--- config.mk ---
export PLATFORM = sky130hd
export DESIGN_NAME = visor_snapshot_engine
export DESIGN_NICKNAME = d
export VERILOG_FILES = /design/src/rtl/visor_snapshot_engine.sv
export SDC_FILE = /design/constraint.sdc
export NUM_CORES = 1
export LEC_CHECK = 0
export ABC_AREA = 1
export BUFFER_PORTS_ARGS = -buffer_cell sky130_fd_sc_hd__buf_2
export CAP_MARGIN = 40
export CORE_MARGIN = 2
export CORE_UTILIZATION = 53
export CTS_CLUSTER_DIAMETER = 80
export CTS_CLUSTER_SIZE = 8
export DETAILED_ROUTE_END_ITERATION = 6
export PLACE_DENSITY = 0.86
export SLEW_MARGIN = 20
export SYNTH_ARGS = -nofsm -noshare
export SYNTH_HDL_FRONTEND = slang
export SYNTH_SLANG_ARGS = --single-unit
--- constraint.sdc ---
create_clock -name clk -period 2.5 [get_ports clk]
set_input_delay 0.5 -clock clk [delete_from_list [all_inputs] [get_ports clk]]
set_output_delay 0.5 -clock clk [all_outputs]
set_load 0.05 [all_outputs]
--- src/rtl/visor_snapshot_engine.sv ---
// Breakpoint-driven register snapshot engine: on a fetch hit it holds the target,
// forces a peek opcode per selected register, streams results, then restores and releases.
module visor_snapshot_engine #(
    parameter int                 NUM_BP    = 4,
    parameter int                 WIDTH     = 16,
    parameter int                 NUM_REGS  = 16,
    parameter logic [WIDTH-1:0]   PEEK_BASE = 16'h7c00,
    parameter int                 TIMEOUT   = 15,
    localparam int                BPW       = (NUM_BP > 1) ? $clog2(NUM_BP) : 1,
    localparam int                IDXW      = (NUM_REGS > 1) ? $clog2(NUM_REGS) : 1
) (
    input  logic                     clk,
    input  logic                     reset_n,
    input  logic [NUM_BP*WIDTH-1:0]  cfg_bp_addr,
    input  logic [NUM_BP-1:0]        cfg_bp_en,
    input  logic [NUM_REGS-1:0]      cfg_reg_mask,
    input  logic                     cfg_continuous,
    input  logic                     arm,
    input  logic                     disarm,
    input  logic                     tg_fetch,
    input  logic [WIDTH-1:0]         tg_code_addr,
    input  logic [WIDTH-1:0]         exr_shadow,
    input  logic                     peek_valid,
    input  logic [WIDTH-1:0]         peek_data,
    output logic                     tg_hold,
    output logic                     divert_code_bus,
    output logic                     tg_force_load_exr,
    output logic                     tg_force_exec,
    output logic [WIDTH-1:0]         force_opcode,
    output logic                     snap_wr,
    output logic [IDXW-1:0]          snap_idx,
    output logic [WIDTH-1:0]         snap_data,
    output logic                     snap_err,
    output logic [BPW-1:0]           hit_id,
    output logic [15:0]              hit_count,
    output logic                     busy,
    output logic                     done
);

    localparam int            TW       = $clog2(TIMEOUT + 1);
    localparam logic [TW-1:0] TMO_LAST = TW'(TIMEOUT - 1);

    typedef enum logic [3:0] {
        S_IDLE    = 4'd0, S_ARMED   = 4'd1, S_HOLD    = 4'd2,
        S_LOAD    = 4'd3, S_EXEC    = 4'd4, S_WAIT    = 4'd5,
        S_RESTORE = 4'd6, S_RELEASE = 4'd7, S_PASS    = 4'd8
    } state_t;

    state_t               state_r;
    logic [NUM_REGS-1:0]  mask_r;
    logic [IDXW-1:0]      idx_r;
    logic [WIDTH-1:0]     exr_r;
    logic [TW-1:0]        tmo_cnt_r;
    logic                 tg_hold_r, divert_r, load_exr_r, exec_r, snap_wr_r, snap_err_r;
    logic                 busy_r, done_r;
    logic [WIDTH-1:0]     force_opcode_r, snap_data_r;
    logic [IDXW-1:0]      snap_idx_r;
    logic [BPW-1:0]       hit_id_r;
    logic [15:0]          hit_count_r;

    logic                 hit_any_s;
    logic [BPW-1:0]       hit_idx_s;
    logic [NUM_REGS-1:0]  mask_rest_s;
    logic [IDXW-1:0]      first_idx_s, next_idx_s;
    logic [WIDTH-1:0]     pass_addr_s;

    function automatic logic [IDXW-1:0] lowest_bit(input logic [NUM_REGS-1:0] m);
        lowest_bit = {IDXW{1'b0}};
        for (int n = NUM_REGS - 1; n >= 0; n--) begin
            if (m[n]) lowest_bit = IDXW'(n);
            else      lowest_bit = lowest_bit;
        end
    endfunction

    function automatic logic [WIDTH-1:0] peek_op(input logic [IDXW-1:0] idx);
        peek_op = PEEK_BASE | WIDTH'(idx);
    endfunction

    // Breakpoint comparators; scanning downward leaves the lowest hitting slot as winner.
    always_comb begin
        hit_any_s = 1'b0;
        hit_idx_s = {BPW{1'b0}};
        for (int i = NUM_BP - 1; i >= 0; i--) begin
            if (tg_fetch && cfg_bp_en[i] && (tg_code_addr == cfg_bp_addr[i*WIDTH +: WIDTH])) begin
                hit_any_s = 1'b1;
                hit_idx_s = BPW'(i);
            end else begin
                hit_any_s = hit_any_s;
                hit_idx_s = hit_idx_s;
            end
        end
    end

    // Remaining register selection and the address that must be fetched past before re-arming.
    always_comb begin
        mask_rest_s = mask_r & ~({{(NUM_REGS-1){1'b0}}, 1'b1} << idx_r);
        first_idx_s = lowest_bit(mask_r);
        next_idx_s  = lowest_bit(mask_rest_s);
        pass_addr_s = cfg_bp_addr[int'(hit_id_r)*WIDTH +: WIDTH];
    end

    // Snapshot sequencer with registered target controls and snapshot stream.
    always_ff @(posedge clk) begin
        if (!reset_n) begin
            state_r        <= S_IDLE;
            mask_r         <= {NUM_REGS{1'b0}};
            idx_r          <= {IDXW{1'b0}};
            exr_r          <= {WIDTH{1'b0}};
            tmo_cnt_r      <= {TW{1'b0}};
            tg_hold_r      <= 1'b0;
            divert_r       <= 1'b0;
            load_exr_r     <= 1'b0;
            exec_r         <= 1'b0;
            force_opcode_r <= {WIDTH{1'b0}};
            snap_wr_r      <= 1'b0;
            snap_idx_r     <= {IDXW{1'b0}};
            snap_data_r    <= {WIDTH{1'b0}};
            snap_err_r     <= 1'b0;
            hit_id_r       <= {BPW{1'b0}};
            hit_count_r    <= 16'd0;
            busy_r         <= 1'b0;
            done_r         <= 1'b0;
        end else begin
            load_exr_r <= 1'b0;
            exec_r     <= 1'b0;
            snap_wr_r  <= 1'b0;
            done_r     <= 1'b0;
            case (state_r)
                S_IDLE: begin
                    if (arm) state_r <= S_ARMED;
                end
                S_ARMED: begin
                    if (hit_any_s) begin
                        state_r   <= S_HOLD;
                        hit_id_r  <= hit_idx_s;
                        mask_r    <= cfg_reg_mask;
                        tg_hold_r <= 1'b1;
                        divert_r  <= 1'b1;
                        busy_r    <= 1'b1;
                        if (hit_count_r != 16'hffff) hit_count_r <= hit_count_r + 16'd1;
                    end else if (disarm) begin
                        state_r <= S_IDLE;
                    end
                end
                S_HOLD: begin
                    exr_r      <= exr_shadow;
                    load_exr_r <= 1'b1;
                    if (mask_r == {NUM_REGS{1'b0}}) begin
                        force_opcode_r <= exr_shadow;
                        state_r        <= S_RESTORE;
                    end else begin
                        idx_r          <= first_idx_s;
                        force_opcode_r <= peek_op(first_idx_s);
                        state_r        <= S_LOAD;
                    end
                end
                S_LOAD: begin
                    exec_r  <= 1'b1;
                    state_r <= S_EXEC;
                end
                S_EXEC: begin
                    tmo_cnt_r <= {TW{1'b0}};
                    state_r   <= S_WAIT;
                end
                S_WAIT: begin
                    if (peek_valid || (tmo_cnt_r == TMO_LAST)) begin
                        snap_wr_r   <= 1'b1;
                        snap_idx_r  <= idx_r;
                        snap_data_r <= peek_valid ? peek_data : {WIDTH{1'b0}};
                        snap_err_r  <= ~peek_valid;
                        mask_r      <= mask_rest_s;
                        load_exr_r  <= 1'b1;
                        if (mask_rest_s == {NUM_REGS{1'b0}}) begin
                            force_opcode_r <= exr_r;
                            state_r        <= S_RESTORE;
                        end else begin
                            idx_r          <= next_idx_s;
                            force_opcode_r <= peek_op(next_idx_s);
                            state_r        <= S_LOAD;
                        end
                    end else begin
                        tmo_cnt_r <= tmo_cnt_r + 1'b1;
                    end
                end
                S_RESTORE: begin
                    tg_hold_r <= 1'b0;
                    divert_r  <= 1'b0;
                    done_r    <= 1'b1;
                    state_r   <= S_RELEASE;
                end
                S_RELEASE: begin
                    state_r <= S_PASS;
                end
                S_PASS: begin
                    // All comparators stay blind until the target has moved off the hit address.
                    if (tg_fetch && (tg_code_addr != pass_addr_s)) begin
                        state_r <= cfg_continuous ? S_ARMED : S_IDLE;
                        busy_r  <= 1'b0;
                    end
                end
                default: begin
                    state_r   <= S_IDLE;
                    tg_hold_r <= 1'b0;
                    divert_r  <= 1'b0;
                    busy_r    <= 1'b0;
                end
            endcase
        end
    end

    assign tg_hold           = tg_hold_r;
    assign divert_code_bus   = divert_r;
    assign tg_force_load_exr = load_exr_r;
    assign tg_force_exec     = exec_r;
    assign force_opcode      = force_opcode_r;
    assign snap_wr           = snap_wr_r;
    assign snap_idx          = snap_idx_r;
    assign snap_data         = snap_data_r;
    assign snap_err          = snap_err_r;
    assign hit_id            = hit_id_r;
    assign hit_count         = hit_count_r;
    assign busy              = busy_r;
    assign done              = done_r;

endmodule

### After elaboration in Yosys (flattened, before gate mapping)

Cells that the tools add are included.

| operators by class | value |
|---|---|
| $add $sub $neg | 2 |
| eq/ne operators | 23 |
| shifts and indexed selects | 2 |
| muxes and demuxes | 71 |
| bitwise gates (word level) | 5 |
| reduce and logical (&&, ||, !) cells | 29 |

Operator list:

| cell | number |
|---|---|
| $mux 4 | 41 |
| $mux 16 | 6 |
| $eq 16x16->1 | 4 |
| $pmux 16 s2 | 2 |
| $shiftx 64x7->16 | 1 |
| $pmux 4 s9 | 1 |
| $logic_not 16->1 | 2 |
| $add 16x1->16 const B | 1 |
| $and 16x16->16 | 1 |
| $eq 4x3->1 const B | 4 |
| $ne 16x16->1 | 1 |
| $ne 16x16->1 const B | 1 |
| $not 16->16 | 1 |
| $pmux 4 s2 | 2 |
| $shl 1x4->16 const A | 1 |
| $ne 2x2->1 const B | 7 |
| $reduce_or 7->1 | 2 |
| $reduce_and 2->1 | 6 |
| $mux 1 | 10 |
| $logic_and 1x1->1 | 9 |
| $reduce_and 3->1 | 3 |
| $eq 4x2->1 const B | 2 |
| $eq 4x4->1 const B | 2 |
| $mux 2 | 4 |
| 11 further kinds | 18 |

| word-level totals | value |
|---|---|
| register bits after elaboration | 105 |
| input bits | 139 |

### Longest topological paths before layout

| depth | value |
|---|---|
| word-level depth | 22 |
| mapped depth | 19 |

### Worst setup path after synthesis

No wires, ideal clock.

| path | value |
|---|---|
| kind | register to register |
| start | register hit_id_r[0] (netlist: hit_id[0]) |
| end | register state_r[1] |
| library setup time | 0.129 ns |
| data arrival time | 2.081 ns |
| required time | 2.371 ns |
| setup slack | 0.290 ns |
| cell stages (with the launch flop) | 13 |
| buffers on the path | 2 |
| period minus slack after synthesis | 2.210 ns |
| cells stage by stage | dfxtp_1 buf_4 clkbuf_1 o21ai_0 o22ai_1 xnor2_1 nand2_1 nor3_1 nand2_1 a21oi_1 nor2_1 o21ai_0 nor2_1 |

| on the way | value |
|---|---|
| word-level cells in the longest chain between the ends | 5 |

Ends and longest elaborated chain:

| what | RTL line | source |
|---|---|---|
| start: declaration | 58 | `logic [BPW-1:0] hit_id_r;` |
| start signal: assignment | 119 | `hit_id_r <= {BPW{1'b0}};` |
| start signal: assignment | 135 | `hit_id_r <= hit_idx_s;` |
| $shiftx 64x7->16 | 99 | `pass_addr_s = cfg_bp_addr[int'(hit_id_r)*WIDTH +: WIDTH];` |
| $ne 16x16->1 | 196 | `if (tg_fetch && (tg_code_addr != pass_addr_s)) begin` |
| $logic_and 1x1->1 | 196 |  |
| $ne 2x2->1 (no line) | n/a |  |
| $reduce_and 4->1 (no line) | n/a |  |
| end signal: assignment | 197 | `state_r <= cfg_continuous ? S_ARMED : S_IDLE;` |
| end: declaration | 49 | `state_t state_r;` |

Every way passes these cells.
A chain may end at the register's enable or synchronous reset.

### Worst setup path after layout

| path | value |
|---|---|
| start | register idx_r[1] |
| end | register idx_r[0] |

| on the way | value |
|---|---|
| word-level cells in the longest chain between the ends | 22 |
| elaborated cells on any way between the ends | 25 |
| classes of those cells | eq/ne: 1; shift: 1; mux: 19; bitwise: 2; reduce/logical: 2 |

Ends and longest elaborated chain:

| what | RTL line | source |
|---|---|---|
| start: declaration | 51 | `logic [IDXW-1:0] idx_r;` |
| start signal: assignment | 107 | `idx_r <= {IDXW{1'b0}};` |
| start signal: assignment | 152 | `idx_r <= first_idx_s;` |
| start signal: assignment | 177 | `idx_r <= next_idx_s;` |
| $shl 1x4->16 (*) | 96 | `mask_rest_s = mask_r & ~({{(NUM_REGS-1){1'b0}}, 1'b1} << idx_r);` |
| $not 16->16 (*) | 96 |  |
| $and 16x16->16 (*) | 96 |  |
| $mux 4 (16 in series) | 70 | `if (m[n]) lowest_bit = IDXW'(n);` |
| $mux 4 | 173 | `if (mask_rest_s == {NUM_REGS{1'b0}}) begin` |
| $mux 4 | 166 | `if (peek_valid \|\| (tmo_cnt_r == TMO_LAST)) begin` |
| $pmux 4 s2 | 128 | `case (state_r)` |

Every way passes the cells marked *; elsewhere a longest branch is shown, timed or not. The select of a mux whose other input is x is not followed.

==> reports/metrics.csv <==
stage;metric;value;unit
status;outcome;completed;
global_route;track_usage;0.282;
route;vias;7713;
cts;cts-resized-gates;0;
cts;clkTransAtPathRegs;80;ps
yosys;synth_ff_type;dfxtp_1;
place;placed_area;8010;um2
cts;htree_levels;3;
yosys;ys_ff_latch;105;
timing;final_hold_viol_count;0;
route;drt_iter0_drc;585;
timing;fmax;458;MHz
cells_and_area;stdcell_area;8310;um2
timing;setup_viol;0;
place;gp_routability_congestion;0.966;
yosys;syn_inst;1071;
floorplanning;pin_count;201;
cts;root_buffer;clkbuf_16;
floorplanning;coreArea;12600;um2
yosys;synthSimpleGateAreaFrac;0.326;
worst_setup_path;crit_top_cell;inv_2;
timing;worst_slack;319;ps
route;drt_first_pass_iters;7;
timing;finClkSkew;9.52;ps
yosys;netlist_top_cells_area;dfxtp_1 (31%), nand2_1 (12%), o21ai_0 (7.7%);
global_route;grt-ovfl-total;0;
yosys;synthMuxAreaShare;0;
cts;cts-hold-fix-buffers;0;
cts;cts_buffer_depth;2;
place;hpwl;15.4;mm
route;drc;0;
power;power_density;822;nW/um2
floorplanning;rows;41;
power;p_leak;0.00391;uW
cells_and_area;layout.nets;1401;
worst_setup_path;crit_arrival;2430;ps
worst_setup_path;crit_path_end_kind;flop;
worst_setup_path;crit_chain;inv_2, nand3_1, o21ai_0, nand2_1, inv_2, nand4_4, nor2_1, nor2_1, nor2_2, nor2_2, inv_2, a21oi_1, a21oi_1;
cts;clk_latency;360;ps
worst_setup_path;cpPeakStageDelay;480;ps
yosys;synth.most_common_cell;nand2_1;
yosys;ys_types;49;
route;ant_nets;0;
place;place_ws;13.3;ps
yosys;synth_nets;1213;
cells_and_area;layout-drive-gt1-share;0.238;
cts;cts.sinks;105;
global_route;grt_max_degree;48;
yosys;ys_warn_count;0;
floorplanning;dieArea;13800;um2
yosys;synth_top_area_frac;0.307;
yosys;ys_seq_area_frac;0.307;
timing;fin_crit_sh;0.873;
cts;cts_tree;built;
place;dp.cells;1420;
timing;finalSetupTns;0;ps
worst_setup_path;path_max_fanout;7;
hold_path;hp-class;input pin to flop;
timing;relSlewSlack;0.636;
global_route;grt_pass1_vias;7000;
yosys;synth_compound_area_frac;0.202;
worst_setup_path;cp_slowest_cell;dfxtp_1;
yosys;synth_top_area_cell;dfxtp_1;
floorplanning;initial_core_util;0.542;
floorplanning;die_y;118;um
yosys;synth-adder-area-share;0.00548;
yosys;synthArstFlopShare;0;
cells_and_area;fin_cells;1437;
worst_setup_path;startpoint_type;flop;
route;routedWlPerCell;13.8;um
route;viasPerCell;5.37;
worst_setup_path;path_delay_family;simple AND/OR/NAND/NOR gates;
global_route;grt_pass1_wl;32.9;mm
yosys;synthXorXnorAreaFrac;0.0563;
yosys;synth_top_family_by_area;simple AND/OR/NAND/NOR gates;
cells_and_area;area_growth;21.4;%
floorplanning;die_w;118;um
yosys;synth_edf_count;0;
yosys;synthTopCellsByCount;nand2_1 (216), nor2_1 (129), inv_1 (108);
yosys;avgSynthCellArea;6.39;um2
global_route;antenna_found_initial;1;
run;drv_cap;0;
place;portBuffers;200;
timing;slew_viol_final;0;
cts;numCtsBuffers;9;
timing;rsz0062_at_grt;no;
route;routed_wl;19.9;mm
worst_setup_path;critPathKind;flop to flop;
worst_setup_path;crit_required;2750;ps
timing;tightest_slew;545;ps
power;total_power;6830;uW
yosys;synth_area;6850;um2
power;ir_worst_vdd;0.683;mV
worst_setup_path;path_buf_inv;3;
cells_and_area;fillCellCount;1169;
timing;min_period;2180;ps
cts;post_cts_buffers;0;
-- cell usage in the layout (no fill, tap or decap), types with 3 or more instances in the layout --
master / netlist / layout
xor2_1: 27 / 27
ha_1: 3 / 3
or2_1: 4 / 4
nor2_4: 4 / 4
o22ai_1: 11 / 11
xnor2_1: 17 / 17
buf_2: 13 / 200
inv_6: 1 / 3
nand3_1: 44 / 44
or2_2: 6 / 6
nand2_2: 13 / 13
nor3_1: 21 / 21
a21oi_1: 96 / 96
and3_1: 3 / 3
dfxtp_1: 105 / 105
inv_2: 17 / 17
a21oi_2: 9 / 9
inv_1: 108 / 108
nor2_1: 129 / 129
buf_4: 6 / 17
o311ai_0: 3 / 3
o21ai_0: 105 / 105
nor4_1: 9 / 9
nand4_1: 22 / 22
a211oi_1: 4 / 4
o21ai_1: 22 / 22
nand2_1: 216 / 216
clkbuf_16: 0 / 9
nor2_2: 6 / 6
-- worst min-delay path, cell delays in order --
cell and delay (ps):
buf_2 100, nand2_1 50, a21oi_1 50
-- per-layer routing --
| layer | global-route usage | routed length (um) | vias to the layer above | part of all wire |
|---|---|---|---|---|
| met4 | 0.0971 | 521 | 0 | 0.026 |
| met2 | 0.471 | 9100 | 312 | 0.46 |
| met1 | 0.366 | 8910 | 3473 | 0.45 |
| met3 | 0.0518 | 1320 | 46 | 0.066 |
| met5 | 0 | 0 | - | 0 |
| li1 | - | - | 3882 | - |
-- path summary, 6_finish.rpt --
check | from | slack (ps) | end | cells past startpoint
worst max-delay path | idx_r[1] | 320 | idx_r[0] | 13
worst min-delay path | peek_data[14] | 390 | snap_data[14] | 3
worst max register to register | idx_r[1] | 320 | idx_r[0] | 13
worst min register to register | exr_r[0] | 450 | exr_r[0] | 2
-- state kept, by name (all words and copies together) (netlist names) --
register           cells
busy                   1
divert_code_bus        1
done                   1
exr_r                 16
force_opcode          16
hit_count             16
hit_id                 2
idx_r                  4
mask_r                16
snap_data             16
snap_err               1
snap_idx               4
snap_wr                1
state_r                4
tg_force_exec          1
tg_force_load_exr      1
tmo_cnt_r              4
-- layout make-up --
class,count,area [um2],area share
diodes,1,2.50,0.000301
clock buffers,9,225,0.0271
clock inverters,7,75.1,0.00903
inverters,128,485,0.0584
multi-input cells,796,4040,0.486
flip-flops and latches,105,2100,0.253
well taps,172,215,0.0259
repair buffers,219,1170,0.141
-- per-stage QoR --
stage | utilization | hold WS (ps)
2_1_floorplan | - | 430
3_3_place_gp | 0.635 | 439
3_5_place_dp | 0.635 | 445
4_1_cts | 0.658 | 386
5_1_grt | 0.659 | 404
6_report | 0.659 | 392
-- power breakdown --
group / switching, uW / total [uW] / internal (uW)
Clock: 684 / 1390 / 703
Combinational: 2210 / 3270 / 1070
Sequential: 213 / 2170 / 1960
-- cells by family after synthesis --
kind of cell | count (synthesis)
and+or+nand+nor | 491
xor gates and xnor gates | 44
DFF | 105
AOI/OAI and AO/OA | 258
adders and majority gates | 3
buffers and inverters | 170
Note: power is estimated with default switching activity, not from simulation.
